### src/rtl/uart_fifo_tx.sv
// UART transmitter that pulls bytes from a first-word fall-through FIFO.
// Frames are 1 start bit, DBIT data bits LSB first, and a configurable stop length.
module uart_fifo_tx #(
  parameter int DBIT      = 8,
  parameter int SB_TICK   = 16,
  parameter int DVSR      = 81,
  parameter int DVSR_BITS = 7
) (
  input  logic            clk,
  input  logic            reset,
  input  logic            tx_en,
  input  logic            fifo_empty,
  input  logic [DBIT-1:0] fifo_r_data,
  output logic            fifo_rd,
  output logic            tx,
  output logic            tx_busy,
  output logic            tx_done_tick
);

  localparam int NW = (DBIT > 1) ? $clog2(DBIT) : 1;
  localparam int SW = ($clog2(SB_TICK) > 4) ? $clog2(SB_TICK) : 4;

  typedef enum logic [1:0] {
    IDLE,
    START,
    DATA,
    STOP
  } state_t;

  state_t               state, state_n;
  logic [SW-1:0]        s, s_n;
  logic [NW-1:0]        n, n_n;
  logic [DBIT-1:0]      b, b_n;
  logic [DVSR_BITS-1:0] dcnt;
  logic                 tx_reg, tx_n;
  logic                 s_tick;
  logic                 pop;
  logic                 done;

  assign s_tick = (dcnt == DVSR_BITS'(DVSR - 1));

  // Tick divider; restarted on a pop so the start bit is phase-aligned.
  always_ff @(posedge clk or posedge reset) begin
    if (reset) begin
      dcnt <= '0;
    end else if (pop || s_tick) begin
      dcnt <= '0;
    end else begin
      dcnt <= dcnt + DVSR_BITS'(1);
    end
  end

  // Frame state, counters, shift register and registered line output.
  always_ff @(posedge clk or posedge reset) begin
    if (reset) begin
      state  <= IDLE;
      s      <= '0;
      n      <= '0;
      b      <= '0;
      tx_reg <= 1'b1;
    end else begin
      state  <= state_n;
      s      <= s_n;
      n      <= n_n;
      b      <= b_n;
      tx_reg <= tx_n;
    end
  end

  // Next-state logic, pop strobe and done pulse.
  always_comb begin
    state_n = state;
    s_n     = s;
    n_n     = n;
    b_n     = b;
    pop     = 1'b0;
    done    = 1'b0;
    unique case (state)
      IDLE: begin
        if (tx_en && !fifo_empty && !reset) begin
          pop     = 1'b1;
          b_n     = fifo_r_data;
          s_n     = '0;
          state_n = START;
        end
      end
      START: begin
        if (s_tick) begin
          if (s == SW'(15)) begin
            s_n     = '0;
            n_n     = '0;
            state_n = DATA;
          end else begin
            s_n = s + SW'(1);
          end
        end
      end
      DATA: begin
        if (s_tick) begin
          if (s == SW'(15)) begin
            s_n = '0;
            b_n = b >> 1;
            if (n == NW'(DBIT - 1)) begin
              state_n = STOP;
            end else begin
              n_n = n + NW'(1);
            end
          end else begin
            s_n = s + SW'(1);
          end
        end
      end
      STOP: begin
        if (s_tick) begin
          if (s == SW'(SB_TICK - 1)) begin
            done    = 1'b1;
            state_n = IDLE;
          end else begin
            s_n = s + SW'(1);
          end
        end
      end
      default: state_n = IDLE;
    endcase
  end

  // Line level for the upcoming state, so tx switches with the state register.
  always_comb begin
    tx_n = 1'b1;
    unique case (state_n)
      START:   tx_n = 1'b0;
      DATA:    tx_n = b_n[0];
      default: tx_n = 1'b1;
    endcase
  end

  assign fifo_rd      = pop;
  assign tx           = tx_reg;
  assign tx_busy      = (state != IDLE);
  assign tx_done_tick = done;

endmodule
### config.mk
export PLATFORM = sky130hd
export DESIGN_NAME = uart_fifo_tx
export DESIGN_NICKNAME = d
export VERILOG_FILES = /design/src/rtl/uart_fifo_tx.sv
export SDC_FILE = /design/constraint.sdc
export NUM_CORES = 1
export LEC_CHECK = 0
export CAP_MARGIN = 20
export CORE_MARGIN = 3
export CORE_UTILIZATION = 55
export CTS_CLUSTER_SIZE = 24
export DETAILED_ROUTE_END_ITERATION = 12
export PLACE_DENSITY = 0.76
export SYNTH_ARGS = -nofsm -noshare
export SYNTH_HDL_FRONTEND = slang
export SYNTH_SLANG_ARGS = --single-unit
### constraint.sdc
create_clock -name clk -period 2.3 [get_ports clk]
set_clock_uncertainty 0.15 [all_clocks]
set_input_delay 0.23 -clock clk [delete_from_list [all_inputs] [get_ports clk]]
set_output_delay 0.23 -clock clk [all_outputs]
set_load 0.1 [all_outputs]
=== Word-level counts from Yosys, hierarchy flattened ===
Index checks and enable logic that the tools add are counted.

* Input bits: 12
* Logic and storage cells: 72
* Bits in registers: 25

* Add/subtract/negate cells: 3
* Muxes and demuxes: 32
* Eq/ne operators: 17
* Reductions and logical operators: 13

{| class="wikitable"
|+ Operators by type and width
! operator !! count
|-
| 2-to-1 mux 8 bit || 3
|-
| 2-to-1 mux 4 bit || 5
|-
| 2-to-1 mux 2 bit || 8
|-
| != test 2 bit, second input constant || 8
|-
| case mux 8 bit (2 select lines) || 1
|-
| 2-to-1 mux 3 bit || 5
|-
| case mux 4 bit (3 select lines) || 1
|-
| case mux 2 bit (4 select lines) || 1
|-
| AND reduction 4 bit || 2
|-
| adder 7 x 1 -> 7 bit, second input constant || 1
|-
| == test 7 bit, second input constant || 1
|-
| 2-to-1 mux 7 bit || 1
|-
| == test 2 bit, second input constant || 3
|-
| case mux 3 bit (2 select lines) || 1
|-
| AND reduction 6 bit || 1
|-
| nonzero test 2 bit || 3
|-
| 2-to-1 mux 1 bit || 5
|-
| adder 4 x 1 -> 4 bit, second input constant || 1
|-
| == test 2 x 1 -> 1 bit, second input constant || 2
|-
| == test 4 bit, second input constant || 1
|-
| adder 3 x 1 -> 3 bit, second input constant || 1
|-
| == test 3 bit, second input constant || 1
|-
| logical AND 1 bit || 2
|-
| zero test 1 bit || 2
|-
| other kinds (5) || 5
|}

=== Logic depth before layout (Yosys ltp) ===
Gate-level depths: netlist of run 1.

* Depth after elaboration: 7
* Depth in mapped cells: 9

=== Worst setup path before layout of run 1 ===
Ideal clock, no wire load.

* Kind: register to register
* Start: register state[0]
* End: register tx_reg, in the netlist tx
* Data required time: 2.075 ns
* Period minus slack after synthesis: 2.826 ns
* Setup slack: -0.526 ns
* Stages on the path, launching flop included: 9
* Data arrival time: 2.601 ns
* Cell sequence: dfrtp_1 inv_1 ha_1 nor4bb_1 clkbuf_1 o21ai_0 a31oi_1 a2111oi_0 mux2i_1

* Cells in the longest elaborated chain, start to end: 6
* Elaborated cells on any way between the ends: 17
* Classes of those cells: eq/ne: 5; mux: 11; reduce/logical: 1

{| class="wikitable"
|+ Ends and longest elaborated chain
! item !! RTL line !! text
|-
| start, declared || 30 || <nowiki>state_t state, state_n;</nowiki>
|-
| start signal, assigned || 62 || <nowiki>state <= state_n;</nowiki>
|-
| 2-to-1 mux 2 bit || 103 || <nowiki>if (n == NW'(DBIT - 1)) begin</nowiki>
|-
| 2-to-1 mux 2 bit || 100 || <nowiki>if (s == SW'(15)) begin</nowiki>
|-
| 2-to-1 mux 2 bit || 99 || <nowiki>if (s_tick) begin</nowiki>
|-
| case mux 2 bit (4 select lines) || 78 || <nowiki>unique case (state)</nowiki>
|-
| == test 2 bit / == test 2 x 1 -> 1 bit (equally long branches) || 130 || <nowiki>unique case (state_n)</nowiki>
|-
| case mux 1 bit (2 select lines) * || 130 ||
|-
| named net tx_n || 35 || <nowiki>logic tx_reg, tx_n;</nowiki>
|-
| end signal, assigned || 66 || <nowiki>tx_reg <= tx_n;</nowiki>
|-
| end, declared || 35 ||
|}

The timed path passes the listed nets; every way through them passes the cells marked *.
A chain may end at the register's enable or synchronous reset.

=== Worst setup path in the final report of run 1 ===
* Start: register dcnt[3]
* End: output port tx_done_tick

* Cells in the longest elaborated chain, start to end: 3

{| class="wikitable"
|+ Ends and longest elaborated chain
! item !! RTL line !! text
|-
| start, declared || 34 || <nowiki>logic [DVSR_BITS-1:0] dcnt;</nowiki>
|-
| start signal, assigned || 49 || <nowiki>dcnt <= dcnt + DVSR_BITS'(1);</nowiki>
|-
| == test 7 bit || 40 || <nowiki>assign s_tick = (dcnt == DVSR_BITS'(DVSR - 1));</nowiki>
|-
| 2-to-1 mux 1 bit || 114 || <nowiki>if (s_tick) begin</nowiki>
|-
| 2-to-1 mux 1 bit || 78 ||
|-
| end, declared || 17 || <nowiki>output logic tx_done_tick</nowiki>
|}

No other way between the ends.

==> results of run 1 <==
cells by family (layout without fill, tap and decap cells):
logic type	count (synthesis)	after routing	share of synthesized area [%]
flip-flops	25	25	42.1
adder cells (fa/ha/maj)	10	10	8.40
XOR/XNOR	5	5	2.94
buffers and inverters	19	43	5.37
AO/OA/AOI/OAI	41	41	20.7
multiplexers	4	4	2.77
AND/OR/NAND/NOR	51	51	17.8
layer usage:
layer / GRT usage (%) / vias to the layer above / share of wire, %
met2: 29.8 / 19 / 46
met4: 6.29 / 0 / 1.5
met3: 2.00 / 5 / 2.9
met1: 26.9 / 573 / 50
li1: - / 610 / -
met5: 0 / - / 0
layout make-up:
cell class	count	area (sq um)	area share, %
tap	30	37.5	2.05
multi-input combinational	111	806	44.0
clock buffer	3	22.5	1.23
inverter	11	46.3	2.53
timing repair buffer	28	288	15.7
sequential	25	627	34.2
clock inverter	1	5.00	0.273
report_power, final:
group	total (mW)	internal, mW	switching, mW
clock network	0.197	0.0652	0.131
logic	0.0320	0.0190	0.0129
registers	0.440	0.440	0
synth_stat cells:
library cell,number
a22o_1,2
nor3_2,1
mux2_2,1
or4b_4,1
a211oi_1,1
and3_1,2
a21o_1,1
or3_4,1
buf_2,1
nor4bb_1,1
xor2_1,4
dfrtp_1,24
nor2b_1,1
nor4_1,2
or2_2,2
nand2_1,7
clkinv_1,1
a21oi_1,9
dfstp_2,1
nand3_1,8
mux2i_1,3
a21oi_4,1
a311oi_2,1
o2bb2ai_1,1
clkbuf_1,6
nor3_1,2
o21ai_0,7
a2bb2oi_2,1
ha_1,10
a31oi_1,1
and2_1,2
nor2_1,19
a2bb2oi_1,1
xnor2_1,1
a41o_1,1
o21ai_1,2
buf_6,1
o32ai_1,2
a21oi_2,3
a32oi_1,6
a2111oi_0,1
or3b_2,1
inv_1,10
or4_1,1
worst min-delay path: cells and delay by family:
family / cells / cell delay [ps]
buf+inv: 3 / 820
placed cells by master, fill, tap and decap left out, types with 4 or more instances in the layout:
cell             instances
dfrtp_1                 24
nor2_1                  19
buf_4                   13
clkdlybuf4s50_1         11
inv_1                   10
a21oi_1                  9
ha_1                     9
nand3_1                  8
nand2_1                  7
o21ai_0                  7
a32oi_1                  6
xor2_1                   4
buf_12                   4
through the flow:
step | hold WS [ps] | utilization, % | area (sq um) | worst slack (ps)
after floorplan | 107 | - | 1500 | -20.9
final | 160 | 72.6 | 1830 | 35.0
after CTS | 168 | 69.8 | 1760 | 24.7
after global routing | 200 | 72.6 | 1830 | -55.4
after global placement | 343 | 68.5 | 1730 | 48.4
after detailed placement | 353 | 68.5 | 1730 | -40.7
repair_timing:
| item | 4_1_cts | 5_1_grt |
|---|---|---|
| gates cloned | 0 | 0 |
| setup endpoints to repair | 1 | 12 |
| buffers inserted | 0 | 6 |
| gates resized for setup | 1 | 3 |
| pin swaps | 1 | 2 |
worst paths after layout:
check	from	end
max in group asynchronous	reset	tx
min in group clk	fifo_r_data[7]	b[7]
min reg2reg	dcnt[0]	dcnt[0]
max	dcnt[3]	tx_done_tick
min	reset	n[1]
max reg2reg	dcnt[3]	tx
==> metrics, run 1 <==
status=complete, no violations; row cnt=18; power density cells=365 nW/um^2; port bufs=15; initial DRC count=23; Die Ht=~58 um; slowest stage delay, CP=~570 ps; post-synth top area cell=dfrtp_1; Area contributors post-synth=dfrtp_1 (40%), ha_1 (8.4%), nor2_1 (4.8%); share of the synthesized area in the top cell type=between 40 and 50%; clk_lat worst skew=320 ps; cts hold-fix bufs=0; reg2reg path depth=5; RSZ-0062 raised after global routing=true; grt total ovfl=0; DP Cell Count=between 150 and 200; clock root buffer=clkbuf_4; fillcell total=182; VDD IR max=between 0.3 and 0.4 mV; Post-Synthesis Cells=around 160; I/O pin total=16; DP HPWL=2180 um; first-pass GRT wire length=5030 um; Worst-path clk slew=~140 ps; vias in the first global route=~1200; setup TNS=0 ps; initial core utilization=between 50 and 60%; area of the mapped netlist=roughly 1500 sq um; nets@finish=202; Crit Path Class=reg2out; Setup crit end kind=primary output; sequential fraction of the synthesis area=a little over two fifths; Yosys Warn Count=0; Slew headroom=between 70% and 80%; CP Launch Type=flop; Slowest cell on crit path=or4b_4; antenna violations before repair=0; core area=approximately 2500 sq um; number of clock sinks=25; Worst Path Buf+Inv=1; TritonCTS clock tree=done; Via Count=between 1000 and 1500; crit path max fanout=4; DR WL/cell=between 10 and 15 um; WL final=roughly 3000 um; Synth cell types=44; Inserted Clock Buffers=3; CP cell instances=or4b_4 > nor3_4 > and2_4 > buf_12; Mapped Nets=between 150 and 200; flop2flop setup slack=80 ps; Clock Tree Buf Depth=2; area delta synth->final=22.9%; DR vias/cell=5.78; Largest regs=b: 8 flops, dcnt: 7 flops, s: 4 flops; CP top delay family=simple AND/OR/NAND/NOR gates; H-Tree Level Count=1; Final Hold Viols=0; DRC Markers=0; GP Congestion=0.803; WP depth=4; TritonRoute pass-1 iters=4; Tmin final=approximately 2300 ps; GR Util All Layers=about a fifth; leakage=0.837 nW; max reg flops=8; DIE AREA=around 3400 sq um; synthesis-stage register bit count=25; data required time of the critical path=1920 ps; Biggest register=b; die width=~58 um; HP Class=in2async; Fmax achieved=approximately 440 MHz; worst slew pin tran=~370 ps; Total Power=between 0.6 and 0.7 mW; Slew Viols, Final=0; share of layout cells above drive strength 1=between 20% and 30%; pin count of the biggest net entering global routing=26; Setup Viol. Count Final=0; Avg Inst Size Synth=about 9.6 sq um; max_cap viols=0; ant diodes=0; Critical Path AT=roughly 1900 ps; final cell count without fillers=approximately 210; final period utilization=a little over nine tenths; DRT antenna net count=0
No activity file was read; power rests on OpenSTA's default activity.
==> run 2: changes to the inputs <==
- CORE_ASPECT_RATIO: unset -> 0.5
- SETUP_SLACK_MARGIN: unset -> 0.3
- clock period: 2.3 -> 2.25 ns (I/O delays scaled with it)
==> metrics, run 2 (synthesis gave the netlist of run 1 again) <==
first-pass GRT wire length=5730 um (+14%); TritonCTS clock tree=done; nets@finish=217 (+7.4%); grt total ovfl=0 (unchanged); worst slew pin tran=350 ps (-17.4 ps); power density cells=357 nW/um^2 (-2.3%); H-Tree Level Count=1 (unchanged); Final Hold Viols=0 (unchanged); area delta synth->final=42.0%; Via Count=1377 (+14%); GP Congestion=0.807 (+0.52%); GRT met3 Usage=5.72% (+3.7 points); data required time of the critical path=2290 ps (+370 ps); Total Power=0.754 mW (+13%); area of the multi-input gates=906 sq um (+12%); DP HPWL=2410 um (+11%); Largest regs=b: 8 flops, dcnt: 7 flops, s: 4 flops; PnR worst setup slack=-55.5 ps (-90.5 ps); die width=79.6 um (+37%); DRC Markers=0 (unchanged); row cnt=12 (-6); number of clock sinks=25 (unchanged); RSZ-0062 raised after global routing=true; pre-CTS setup slack=10.2 ps (+50.9 ps); Clock Tree Buf Depth=2 (unchanged); Global Route met1 Usage=30.6% (+3.7 points); Slew headroom=76.7% (+1.8 points); Design Area, Final=2120 sq um (+16%); DRT antenna net count=0 (unchanged); TritonRoute pass-1 iters=4 (unchanged); failing checks=setup timing; final period utilization=102%; Setup crit end kind=flop; GR Util All Layers=22.0% (+3.2 points); port bufs=15 (unchanged); final cell count without fillers=229 (+9.6%); leakage=0.954 nW (+14%); GR Util met2=36.0% (+6.1 points); Final Util=88.6% (+16 points); Fmax achieved=roughly 430 MHz; max_cap viols=0 (unchanged); share of layout cells above drive strength 1=37.1% (+15 points); ant diodes=0 (unchanged); setup TNS=-85.8 ps (-85.8 ps); DP Cell Count=208 (+4.5%); leading cell type in the layout, fill and taps excluded=dfrtp_1; WL final=4030 um (+34%); Slew Viols, Final=0 (unchanged); Tmin final=roughly 2300 ps; Biggest register=b; initial DRC count=92 (+300%); GR peak layer=met2; DR vias/cell=6.01 (+4.1%); CP Launch Type=flop; Worst-path clk slew=90 ps (-50 ps); clock root buffer=clkbuf_8; hold_ws=180 ps (+20.5 ps); clk_lat worst skew=270 ps (-50 ps); Reg area=627 sq um (unchanged); Setup Viol. Count Final=4 (+4); Crit Path Class=reg2reg; Die Ht=42.8 um (-26%); fillcell total=96 (-47%); core area=2390 sq um (-5.4%); crit path max fanout=7 (+3); pin count of the biggest net entering global routing=17 (-35%); Inserted Clock Buffers=3 (unchanged); antenna violations before repair=0 (unchanged); most frequent cells in the layout=dfrtp_1 (24), buf_4 (21), nor2_1 (14); Critical Path AT=2340 ps (+460 ps); DIE AREA=3410 sq um (+1.1%); vias in the first global route=1201 (+4.0%); HP Class=in2async; initial core utilization=62.4% (+3.3 points); Post-Place Cell Area=1820 sq um (+5.6%); I/O pin total=16 (unchanged); VDD IR max=0.397 mV (+18%); DR WL/cell=17.6 um (+22%); status=finished with violations; max reg flops=8 (unchanged)
==> run 2: changes by cell type in the layout (fill, tap and decap cells not counted), moves of 4 or more <==
cell     before  now
a21oi_1       9    5
a21oi_2       3    7
buf_4        13   21
buf_6         0    6
nor2_1       19   14
==> run 2: metal layers <==
metal / vias up / part of all wire, %
met5: - / 0
met4: 0 / 1.8
met3: 10 / 5.2
met2: 53 / 47
met1: 679 / 46
li1: 635 / -
==> run 2: layout make-up <==
class / count / area share (%)
Multi-Input combinational cell: 111 / 42.8
Tap cell: 35 / 2.07
Timing Repair Buffer: 43 / 20.8
Clock buffer: 4 / 2.13
Inverter: 11 / 2.54
Sequential cell: 25 / 29.6
==> run 2: critical path, cell delays in order (launching register included) <==
cell     delay (ps)
dfrtp_1         400
or4b_4          570
buf_6           150
or3_4           370
a21oi_4         240
buf_12          170
nand3_2          90
o21ai_2          80
==> run 2: path summary, 6_finish.rpt <==
path                         start  endpoint  slack, ps  cells past startpoint
setup / recovery           dcnt[3]      b[7]        -60                      7
hold / removal               reset      b[0]        180                      3
setup reg to reg           dcnt[3]      b[7]        -60                      7
hold reg to reg               b[5]      b[5]        380                      2
max in group asynchronous    reset        tx       1260                      4
min in group clk              b[5]      b[5]        380                      2
==> run 2: repair_timing <==
action                     4_1_cts  5_1_grt
gates resized for setup          8       18
setup endpoints to repair       16       27
pin swaps                        7        2
hold buffers                     0        0
setup buffers                    8        8
cloned                           0        1
==> run 2: power by group <==
part           switching, mW  internal, mW
combinational         0.0158        0.0231
clock                  0.140         0.127
sequential                 0         0.449
total                  0.156         0.599
==> run 3: changes to the inputs <==
- ABC_CLOCK_PERIOD_IN_PS: unset -> 2250
- CORE_UTILIZATION: 55 -> 50
- GPL_ROUTABILITY_DRIVEN: unset -> 0
- PLACE_DENSITY: 0.76 -> 0.7
==> metrics, run 3 (synthesis gave the netlist of run 1 again) <==
Biggest register=b; Die Ht=44.6 um (+4.2%); failing checks=setup timing; core area=2720 sq um (+14%); DR WL/cell=17.2 um (-2.3%); GR Util All Layers=21.4% (-0.58 points); I/O pin total=16 (unchanged); worst slew pin tran=390 ps (+40.1 ps); hold_ws=243 ps (+62.5 ps); Tmin final=2300 ps (-4.07 ps); RSZ-0062 raised after global routing=true; Fmax achieved=435 MHz (+0.18%); Comb power frac=5.3% (about the same); Inserted Clock Buffers=3 (unchanged); DRC Markers=0 (unchanged); Design Area, Final=2140 sq um (+1.2%); DP Cell Count=210 (+0.96%); Setup crit end kind=flop; DRT antenna net count=0 (unchanged); number of clock sinks=25 (unchanged); Post-Place Cell Area=1830 sq um (+0.14%); CP cell instances=or4b_4 > nor3_4 > buf_6 > buf_6 > a2bb2oi_2 > a311oi_2 > mux2i_1; port bufs=15 (unchanged); first-pass GRT wire length=6200 um (+8.3%); grt total ovfl=0 (unchanged); area delta synth->final=43.7%; final cell count without fillers=232 (+1.3%); leading cell type in the layout, fill and taps excluded=dfrtp_1; TritonRoute pass-1 iters=4 (unchanged); HP Class=in2async; Slowest cell on crit path=or4b_4; Via Count=1324 (-3.8%); max_cap viols=0 (unchanged); leakage=0.961 nW (+0.69%); status=finished with violations; initial DRC count=64 (-30%); pre-CTS setup slack=-89.1 ps (-99.3 ps); H-Tree Level Count=1 (unchanged); Setup Viol. Count Final=2 (-2); data required time of the critical path=2300 ps (about the same); antenna violations before repair=0 (unchanged); Clock Tree Buf Depth=2 (unchanged); Crit Path Class=reg2reg; crit path max fanout=3 (-4); max reg flops=8 (unchanged); share of layout cells above drive strength 1=39.0% (+1.9 points); TritonCTS clock tree=done; clk_lat worst skew=270 ps (about the same); Final Util=78.8% (-9.8 points); Largest regs=b: 8 flops, dcnt: 7 flops, s: 4 flops; Final Hold Viols=0 (unchanged); Total Power=0.758 mW (+0.46%); die width=83.2 um (+4.5%); vias in the first global route=1291 (+7.5%); WL final=3990 um (-1.1%); Sw Share=21.3% (+0.71 points); VDD IR max=0.354 mV (-11%); clock root buffer=clkbuf_8; fillcell total=160 (+67%); Slew Viols, Final=0 (unchanged); PnR worst setup slack=-51.4 ps (+4.08 ps); most frequent cells in the layout=dfrtp_1 (24), buf_4 (23), nor2_1 (15); ant diodes=0 (unchanged); initial core utilization=54.9% (-7.6 points); DIE AREA=3710 sq um (+8.9%); Clk pwr share=35.5% (+0.2 points); DP HPWL=2410 um (about the same); slowest stage delay, CP=560 ps (about the same); setup TNS=-61.8 ps (+24.1 ps); Flop pwr share=59.2% (-0.3 points); nets@finish=218 (+0.46%); Cell Int Power=0.596 mW (-0.44%); pin count of the biggest net entering global routing=17 (unchanged); Worst-path clk slew=90 ps (about the same); final period utilization=102% (-0.18 points); power density cells=354 nW/um^2 (-0.72%); CP Launch Type=flop; crit-path most repeated cell=buf_6; Psw=0.162 mW (+3.9%); DR vias/cell=5.71 (-5.1%); row cnt=13 (+1); Critical Path AT=2350 ps (about the same); Slew headroom=73.7% (-2.9 points)
-- run 3: cell count changes in the layout (fill, tap and decap cells not counted), sizes merged --
cell	change
clkinv	+1
buf	+2
clkbuf	-2
-- run 3: worst paths after layout --
check	from	end	slack [ps]	depth (start not counted)
setup / recovery	dcnt[5]	tx	-50	7
hold / removal	reset	n[0]	240	3
setup reg to reg	dcnt[5]	tx	-50	7
hold reg to reg	dcnt[0]	dcnt[0]	360	1
max in group asynchronous	reset	tx	1150	4
min in group clk	dcnt[0]	dcnt[0]	360	1
-- run 3: worst max-delay path, delay by kind of cell, from the launching register on --
family,cells,cell delay [ps]
compound gates,2,400
flops,1,390
simple gates,2,780
buf+inv,2,240
mux,1,260
-- run 3: power by group through the flow --
stage	clock network, mW	logic [mW]	registers, mW
final	0.269	0.0400	0.449
after global placement	0	0.0373	0.458
after CTS	0.280	0.0403	0.449
after floorplan	0	0.00912	0.458
after global routing	0.297	0.0434	0.449
after detailed placement	0	0.0380	0.458
-- run 3: what timing repair did --
item                                    in CTS  in global routing
resized for setup                           20                 11
pin swaps                                   10                  7
endpoints found under the setup margin      16                 21
setup buffers                               11                  7
hold buffers                                 0                  0
-- run 3: layout make-up --
class	count	area (sq um)	share of cell area, %
clock buffers	3	41.3	1.93
inverters	11	53.8	2.51
flip-flops and latches	25	627	29.3
repair buffers	44	434	20.3
multi-input cells	111	933	43.6
well taps	37	46.3	2.16
clock inverters	1	5.00	0.234
-- run 3: routing by layer --
layer	up-vias	routed length [um]	track usage (%)
met4	0	97	5.21
met2	32	1920	37.7
li1	637	-	-
met1	643	1820	26.9
met3	12	145	5.95
met5	-	0	0
